<file path="src/rtl/carry_ahead_subtractor16_pipe.sv">
// Two-stage 16-bit borrow-lookahead subtractor (diff = a - b - bin) with valid/ready
// handshakes, exporting group borrow generate/propagate and signed overflow.
module carry_ahead_subtractor16_pipe #(
    parameter int WIDTH = 16,
    parameter int GRP   = 4
) (
    input  logic             clk,
    input  logic             rst_n,
    input  logic             in_valid,
    output logic             in_ready,
    input  logic [WIDTH-1:0] a,
    input  logic [WIDTH-1:0] b,
    input  logic             bin,
    output logic             out_valid,
    input  logic             out_ready,
    output logic [WIDTH-1:0] diff,
    output logic             bout,
    output logic             Gm,
    output logic             Pm,
    output logic             ovf
);

    localparam int NGRP = WIDTH / GRP;

    // Per-group borrow generate/propagate, packed as {G[NGRP-1:0], P[NGRP-1:0]}.
    function automatic logic [2*NGRP-1:0] grp_terms(input logic [WIDTH-1:0] x,
                                                     input logic [WIDTH-1:0] y);
        logic [WIDTH-1:0] g;
        logic [WIDTH-1:0] p;
        logic [NGRP-1:0]  gg;
        logic [NGRP-1:0]  pp;
        logic             acc;
        g = ~x & y;
        p = ~(x ^ y);
        for (int k = 0; k < NGRP; k++) begin
            acc = 1'b0;
            for (int i = 0; i < GRP; i++)
                acc = g[k*GRP+i] | (p[k*GRP+i] & acc);
            gg[k] = acc;
            pp[k] = &p[k*GRP +: GRP];
        end
        return {gg, pp};
    endfunction

    function automatic logic group_gen(input logic [NGRP-1:0] G,
                                       input logic [NGRP-1:0] P);
        logic acc;
        acc = 1'b0;
        for (int k = 0; k < NGRP; k++)
            acc = G[k] | (P[k] & acc);
        return acc;
    endfunction

    // Group borrows come from G/P first; each group then resolves its own bit borrows.
    function automatic logic [WIDTH:0] bit_borrows(input logic [WIDTH-1:0] x,
                                                   input logic [WIDTH-1:0] y,
                                                   input logic             bi,
                                                   input logic [NGRP-1:0]  G,
                                                   input logic [NGRP-1:0]  P);
        logic [WIDTH-1:0] g;
        logic [WIDTH-1:0] p;
        logic [NGRP:0]    gc;
        logic [WIDTH:0]   br;
        g = ~x & y;
        p = ~(x ^ y);
        gc[0] = bi;
        for (int k = 0; k < NGRP; k++)
            gc[k+1] = G[k] | (P[k] & gc[k]);
        br = '0;
        for (int k = 0; k < NGRP; k++) begin
            br[k*GRP] = gc[k];
            for (int i = 0; i < GRP-1; i++)
                br[k*GRP+i+1] = g[k*GRP+i] | (p[k*GRP+i] & br[k*GRP+i]);
        end
        br[WIDTH] = gc[NGRP];
        return br;
    endfunction

    logic             r_vld_p1;
    logic             r_vld_p2;
    logic [WIDTH-1:0] r_a_p1;
    logic [WIDTH-1:0] r_b_p1;
    logic             r_bin_p1;
    logic [NGRP-1:0]  r_G_p1;
    logic [NGRP-1:0]  r_P_p1;
    logic [WIDTH-1:0] r_diff_p2;
    logic             r_bout_p2;
    logic             r_Gm_p2;
    logic             r_Pm_p2;
    logic             r_ovf_p2;

    logic             w_acc;
    logic             w_load2;
    logic [2*NGRP-1:0] w_gp;
    logic [WIDTH:0]   w_br;

    assign in_ready = ~r_vld_p1 | ~r_vld_p2 | out_ready;
    assign w_acc    = in_valid & in_ready;
    assign w_load2  = r_vld_p1 & (~r_vld_p2 | out_ready);

    always_ff @(posedge clk or negedge rst_n) begin
        if (!rst_n) begin
            r_vld_p1 <= 1'b0;
            r_vld_p2 <= 1'b0;
        end else begin
            if (w_acc)
                r_vld_p1 <= 1'b1;
            else if (w_load2)
                r_vld_p1 <= 1'b0;
            if (w_load2)
                r_vld_p2 <= 1'b1;
            else if (out_ready)
                r_vld_p2 <= 1'b0;
        end
    end

    // ---- stage 1: operands and group G/P ----
    assign w_gp = grp_terms(a, b);

    always_ff @(posedge clk) begin
        if (w_acc) begin
            r_a_p1   <= a;
            r_b_p1   <= b;
            r_bin_p1 <= bin;
            r_G_p1   <= w_gp[2*NGRP-1:NGRP];
            r_P_p1   <= w_gp[NGRP-1:0];
        end
    end

    // ---- stage 2: borrow resolution and result ----
    assign w_br = bit_borrows(r_a_p1, r_b_p1, r_bin_p1, r_G_p1, r_P_p1);

    always_ff @(posedge clk or negedge rst_n) begin
        if (!rst_n) begin
            r_diff_p2 <= '0;
            r_bout_p2 <= 1'b0;
            r_Gm_p2   <= 1'b0;
            r_Pm_p2   <= 1'b0;
            r_ovf_p2  <= 1'b0;
        end else if (w_load2) begin
            r_diff_p2 <= r_a_p1 ^ r_b_p1 ^ w_br[WIDTH-1:0];
            r_bout_p2 <= w_br[WIDTH];
            r_Gm_p2   <= group_gen(r_G_p1, r_P_p1);
            r_Pm_p2   <= &r_P_p1;
            r_ovf_p2  <= w_br[WIDTH-1] ^ w_br[WIDTH];
        end
    end

    assign out_valid = r_vld_p2;
    assign diff      = r_diff_p2;
    assign bout      = r_bout_p2;
    assign Gm        = r_Gm_p2;
    assign Pm        = r_Pm_p2;
    assign ovf       = r_ovf_p2;

endmodule

</file>
<file path="config.mk">
export PLATFORM = sky130hd
export DESIGN_NAME = carry_ahead_subtractor16_pipe
export DESIGN_NICKNAME = d
export VERILOG_FILES = /design/src/rtl/carry_ahead_subtractor16_pipe.sv
export SDC_FILE = /design/constraint.sdc
export NUM_CORES = 1
export LEC_CHECK = 0
export BUFFER_PORTS_ARGS = -buffer_cell sky130_fd_sc_hd__buf_2
export CAP_MARGIN = 20
export CORE_MARGIN = 4
export CORE_UTILIZATION = 49
export CTS_CLUSTER_DIAMETER = 100
export CTS_CLUSTER_SIZE = 8
export DETAILED_ROUTE_END_ITERATION = 8
export GPL_TIMING_DRIVEN = 0
export PLACE_DENSITY = 0.71
export SLEW_MARGIN = 20
export SYNTH_ARGS = -nofsm -noshare
export SYNTH_HDL_FRONTEND = slang
export SYNTH_SLANG_ARGS = --single-unit
</file>
<file path="constraint.sdc">
create_clock -name clk -period 2.47 [get_ports clk]
set_input_delay 0.3705 -clock clk [delete_from_list [all_inputs] [get_ports clk]]
set_output_delay 0.3705 -clock clk [all_outputs]
set_load 0.02 [all_outputs]
</file>
Yosys cells after proc, flatten, opt, wreduce, memory -nomap -nowiden:

Cells that the tools add are included.

* bits in registers: 63
* input port bits: 37
* output and inout bits: 22
* word-level logic and storage cells: 102

* mux-type cells: 4
* bitwise logic cells: 79
* reductions and logical operators: 7

Operator list (count)
* $xor A16 B16 Y16: 3
* $or A1 B1 Y1: 34
* $and A1 B1 Y1: 33
* $not A16 Y16: 2
* $not A15 Y15: 2
* $reduce_and A4 Y1: 5
* $and A16 B16 Y16: 1
* $and A15 B15 Y15: 1
* $mux W1: 4
* $reduce_bool A2 Y1: 2
* $not A1 Y1: 2
* $xor A1 B1 Y1: 1

Logic depth before layout (Yosys ltp):

* depth in word-level cells: 13
* depth in mapped cells: 8
* mapped depth without buffers: 8

Least setup slack after synthesis:

Ideal clock, no wire load.

* path kind: register to register
* start point: register r_bin_p1
* end point: register r_ovf_p2 (netlist: ovf)
* setup time: 0.070 ns
* arrival: 2.526 ns
* data required time: 2.400 ns
* setup slack: -0.126 ns
* stages on the path, launching flop included: 9
* buffers on the path: 0
* clock period less this slack: 2.596 ns
* path through: edfxtp_1 -> a21o_1 -> a31o_1 -> fa_1 -> fa_1 -> fa_1 -> nand4b_1 -> mux2_4 -> nand4_2

* cells in the longest elaborated chain, start to end: 13
* elaborated cells on any way between the ends: 15
* those cells by class: bitwise: 15

Ends and longest elaborated chain
* start: declaration: line 83 `logic r_bin_p1;`
* start signal: assignment: line 124 `r_bin_p1 <= bin;`
* $and A1 B1 Y1 *: line 68 `gc[k+1] = G[k] | (P[k] & gc[k]);`
* $or A1 B1 Y1 *: line 68
* $and A1 B1 Y1 *: line 68
* $or A1 B1 Y1 *: line 68
* $and A1 B1 Y1 *: line 68
* $or A1 B1 Y1 *: line 68
* $and A1 B1 Y1: line 73 `br[k*GRP+i+1] = g[k*GRP+i] | (p[k*GRP+i] & br[k*GRP+i]);`
* $or A1 B1 Y1: line 73
* $and A1 B1 Y1: line 73
* $or A1 B1 Y1: line 73
* $and A1 B1 Y1: line 73
* $or A1 B1 Y1: line 73
* $xor A1 B1 Y1 *: line 145 `r_ovf_p2 <= w_br[WIDTH-1] ^ w_br[WIDTH];`
* end signal: assignment: line 145
* end: declaration: line 90 `logic r_ovf_p2;`

Every way passes the cells marked *; elsewhere a longest branch is shown, timed or not.
A chain may end at the register's enable or synchronous reset.

Worst setup path after layout:

* start point: register r_G_p1[1]
* end point: register r_ovf_p2 (netlist: ovf)

* cells in the longest elaborated chain, start to end: 10
* elaborated cells on any way between the ends: 12
* those cells by class: bitwise: 12

Ends and longest elaborated chain
* start: declaration: line 84 `logic [NGRP-1:0] r_G_p1;`
* start signal: assignment: line 125 `r_G_p1 <= w_gp[2*NGRP-1:NGRP];`
* $or A1 B1 Y1 *: line 68
* $and A1 B1 Y1 *: line 68
* $or A1 B1 Y1 *: line 68
* $and A1 B1 Y1: line 73
* $or A1 B1 Y1: line 73
* $and A1 B1 Y1: line 73
* $or A1 B1 Y1: line 73
* $and A1 B1 Y1: line 73
* $or A1 B1 Y1: line 73
* $xor A1 B1 Y1 *: line 145

Marked as above.

==> impl_metrics.env <==
export IMPL_crit_type="reg -> reg"
export IMPL_ys_seq_area_share_pct=61.8
export IMPL_timing_final_ws_setup_ns=-0.0270
export IMPL_r2r_setup_slack_ns=-0.03
export IMPL_synth_compound_area_share_pct=6.46
export IMPL_setup_worst_path_end_class="flop"
export IMPL_final_setup_viol_count=1
export IMPL_seqPwrFrac_pct=52.1
export IMPL_p_leak_uw=0.00162
export IMPL_grt_use_met3_pct=3.73
export IMPL_slew_violations=0
export IMPL_avgSynthCellArea_um2=13.6
export IMPL_syn_nets=277
export IMPL_ys_seq_elements=63
export IMPL_max_slew_margin_pct=65.4
export IMPL_start_kind="flop"
export IMPL_viasPerCell=4.90
export IMPL_grtUsageMet1_pct=17.7
export IMPL_synth_xor_area_share_pct=2.43
export IMPL_internal_power_uw=1830
export IMPL_clock_skew_ns=0.00388
export IMPL_grt_busiest_layer="met2"
export IMPL_route_detailed_wl_per_inst_um=13.4
export IMPL_cap_violations=0
export IMPL_totalPowerFinal_uw=2560
export IMPL_grt_use_total_pct=14.6
export IMPL_cp_required_ns=2.72
export IMPL_synthTopCellsByArea="edfxtp_1, dfrtp_1, fa_1, ha_1, inv_1"
export IMPL_die_area_um2=7180
export IMPL_hpwl_um=3720
export IMPL_ant_nets=0
export IMPL_ys_flop_type="edfxtp_1"
export IMPL_cts_buffers=9
export IMPL_status="finished, violations left"
export IMPL_synth_area_leader_cell="edfxtp_1"
export IMPL_drt_iter0_drc=41
export IMPL_min_path_type="in -> async"
export IMPL_place_inst=343
export IMPL_globalRouteMet2Util_pct=23.6
export IMPL_cts_buffer_depth=2
export IMPL_rsz0062_at_grt="yes"
export IMPL_cts_clk_slew_worst_paths_ns=0.07
export IMPL_synth_cell_types=26
export IMPL_grt_max_degree=28
export IMPL_hold_violations=0
export IMPL_synth_common_cells="edfxtp_1, inv_1, dfrtp_1"
export IMPL_die_y_um=84.7
export IMPL_core_area_um2=5610
export IMPL_swShare_pct=28.6
export IMPL_placementRows=27
export IMPL_initial_utilization_pct=51.4
export IMPL_portBuffers=58
export IMPL_yosysMostFrequentCell="edfxtp_1"
export IMPL_synth_edf_count=41
export IMPL_grt_pass1_wl_um=7940
export IMPL_syn_to_final_growth_pct=21.9
export IMPL_synthMuxAreaShare_pct=0.911
export IMPL_dpl_cell_area_um2=3290
export IMPL_fin_cells=367
export IMPL_n_fill_cell=478
export IMPL_ios=59
export IMPL_ys_warn_count=0
export IMPL_gp_congestion=0.793
export IMPL_clock_latency_ns=0.32
export IMPL_pre_cts_ws_ns=-0.167
export IMPL_failed_checks="negative setup slack"
export IMPL_syn_cell_area_um2=2880
export IMPL_grt_antenna_before_repair=0
export IMPL_design_area_um2=3510
export IMPL_min_period_over_period_pct=101
export IMPL_synth_top_family_by_area="adder cells"
export IMPL_fin_crit_ns=2.50
export IMPL_grt_ovfl_total=0
export IMPL_cp_max_fo=3
export IMPL_clock_root_buffer="clkbuf_8"
export IMPL_fmax_ghz=0.400
export IMPL_htree_levels=3
export IMPL_async_flop_share_pct=34.9
export IMPL_ir_worst_vdd_mv=0.331
export IMPL_tns_ns=-0.0270
export IMPL_tightest_slew_ns=0.519
export IMPL_p_comb_share_pct=20.1
export IMPL_cp_data_arrival_time_ns=2.75
export IMPL_p_per_area_nw_per_um2=728
export IMPL_diodes=0
export IMPL_pwr_share_clk_pct=27.9
export IMPL_multi_input_area_um2=985
export IMPL_synth_top_area_share_pct=42.7
export IMPL_seqCellArea_um2=1780
export IMPL_route_detailed_drc=0
export IMPL_synthSimpleGateAreaFrac_pct=8.59
export IMPL_first_global_vias=1752
export IMPL_die_w_um=84.7
export IMPL_nets=355
export IMPL_routed_wl_um=4930
export IMPL_switching_power_uw=732
export IMPL_cts_tree="built"
export IMPL_clock_sinks=63
export IMPL_drtPass1Iterations=4
export IMPL_vias=1798
export IMPL_synth_adder_area_share_pct=15.3
export IMPL_synth_cells=212
export IMPL_drive_gt1_share_pct=31.2
-- metrics by stage --
stage,utilization (%),hold slack [ns]
after floorplan,-,0.0749
after global placement,58.3,0.369
after detailed placement,58.7,0.374
after CTS,62.1,0.0173
after global routing,62.7,0.0416
final,62.7,0.0155
-- power by group through the flow --
stage,Combinational (uW),Clock (uW),Sequential (uW)
2_1_floorplan,207,0,1450
3_3_place_gp,488,0,1350
3_5_place_dp,507,0,1360
4_1_cts,515,737,1330
5_1_grt,575,788,1350
6_report,513,714,1330
-- repair_timing --
item | CTS | global route
endpoints found under the setup margin | 2 | 3
hold endpoints to repair | 0 | 0
pin swaps | 4 | 3
hold buffers | 0 | 0
buffers inserted | 4 | 4
gates resized for setup | 1 | 1
-- cells in the final DEF, fill, tap and decap left out, drive strengths merged --
cell    count
o21ai      22
inv        30
nand3b      1
ha         16
xnor2       4
nand4       2
buf        70
fa         12
a31o        1
nand4b      3
a21o        5
nand2b      7
and4        4
mux2        2
nor2b       4
or4b        1
a21oi       6
dfrtp      22
edfxtp     41
clkbuf     12
xor2        4
clkinv      5
nand2      20
and2        1
-- final cells by class --
cell class,count,area share [%]
tap,72,2.56
inverter,30,3.20
clock buffer,11,3.74
buffer,4,0.534
sequential,63,50.7
clock inverter,5,0.712
timing repair buffer,67,10.5
multi-input combinational,115,28.0
-- final timing paths --
check,from,endpoint,cells after the start
max reg2reg,r_G_p1[1]$_DFFE_PP_,ovf$_DFFE_PN0P_,8
max,r_G_p1[1]$_DFFE_PP_,ovf$_DFFE_PN0P_,8
max in group asynchronous,rst_n,diff[12]$_DFFE_PN0P_,1
min in group clk,a[14],r_a_p1[14]$_DFFE_PP_,1
min reg2reg,diff[2]$_DFFE_PN0P_,diff[2]$_DFFE_PN0P_,2
min,rst_n,diff[2]$_DFFE_PN0P_,1
-- layer usage --
metal  part of all wire, %  wire length [um]
met3                   5.9               290
met5                     0                 0
met2                    51              2530
met1                    41              2020
met4                   2.0                97
-- cells by family after synthesis --
kind of cell	Yosys count
AOI/OAI and AO/OA	34
xor gates and xnor gates	8
adders and majority gates	28
buffers and inverters	34
DFF	63
muxes	2
and+or+nand+nor	43
-- sequential cells by signal, indices dropped and copies added (netlist names), 4 cells and up --
| name | cells |
|---|---|
| diff | 16 |
| r_a_p1 | 16 |
| r_b_p1 | 16 |
| r_G_p1 | 4 |
| r_P_p1 | 4 |
-- worst max-delay path: stages (launching register included) --
cell and delay, ns:
edfxtp_1 0.44, a21o_1 0.18, a31o_1 0.21, fa_2 0.35
fa_2 0.36, fa_2 0.36, nand4b_1 0.18, mux2_4 0.27
nand4_2 0.08
No activity file was read; power rests on OpenSTA's default activity.
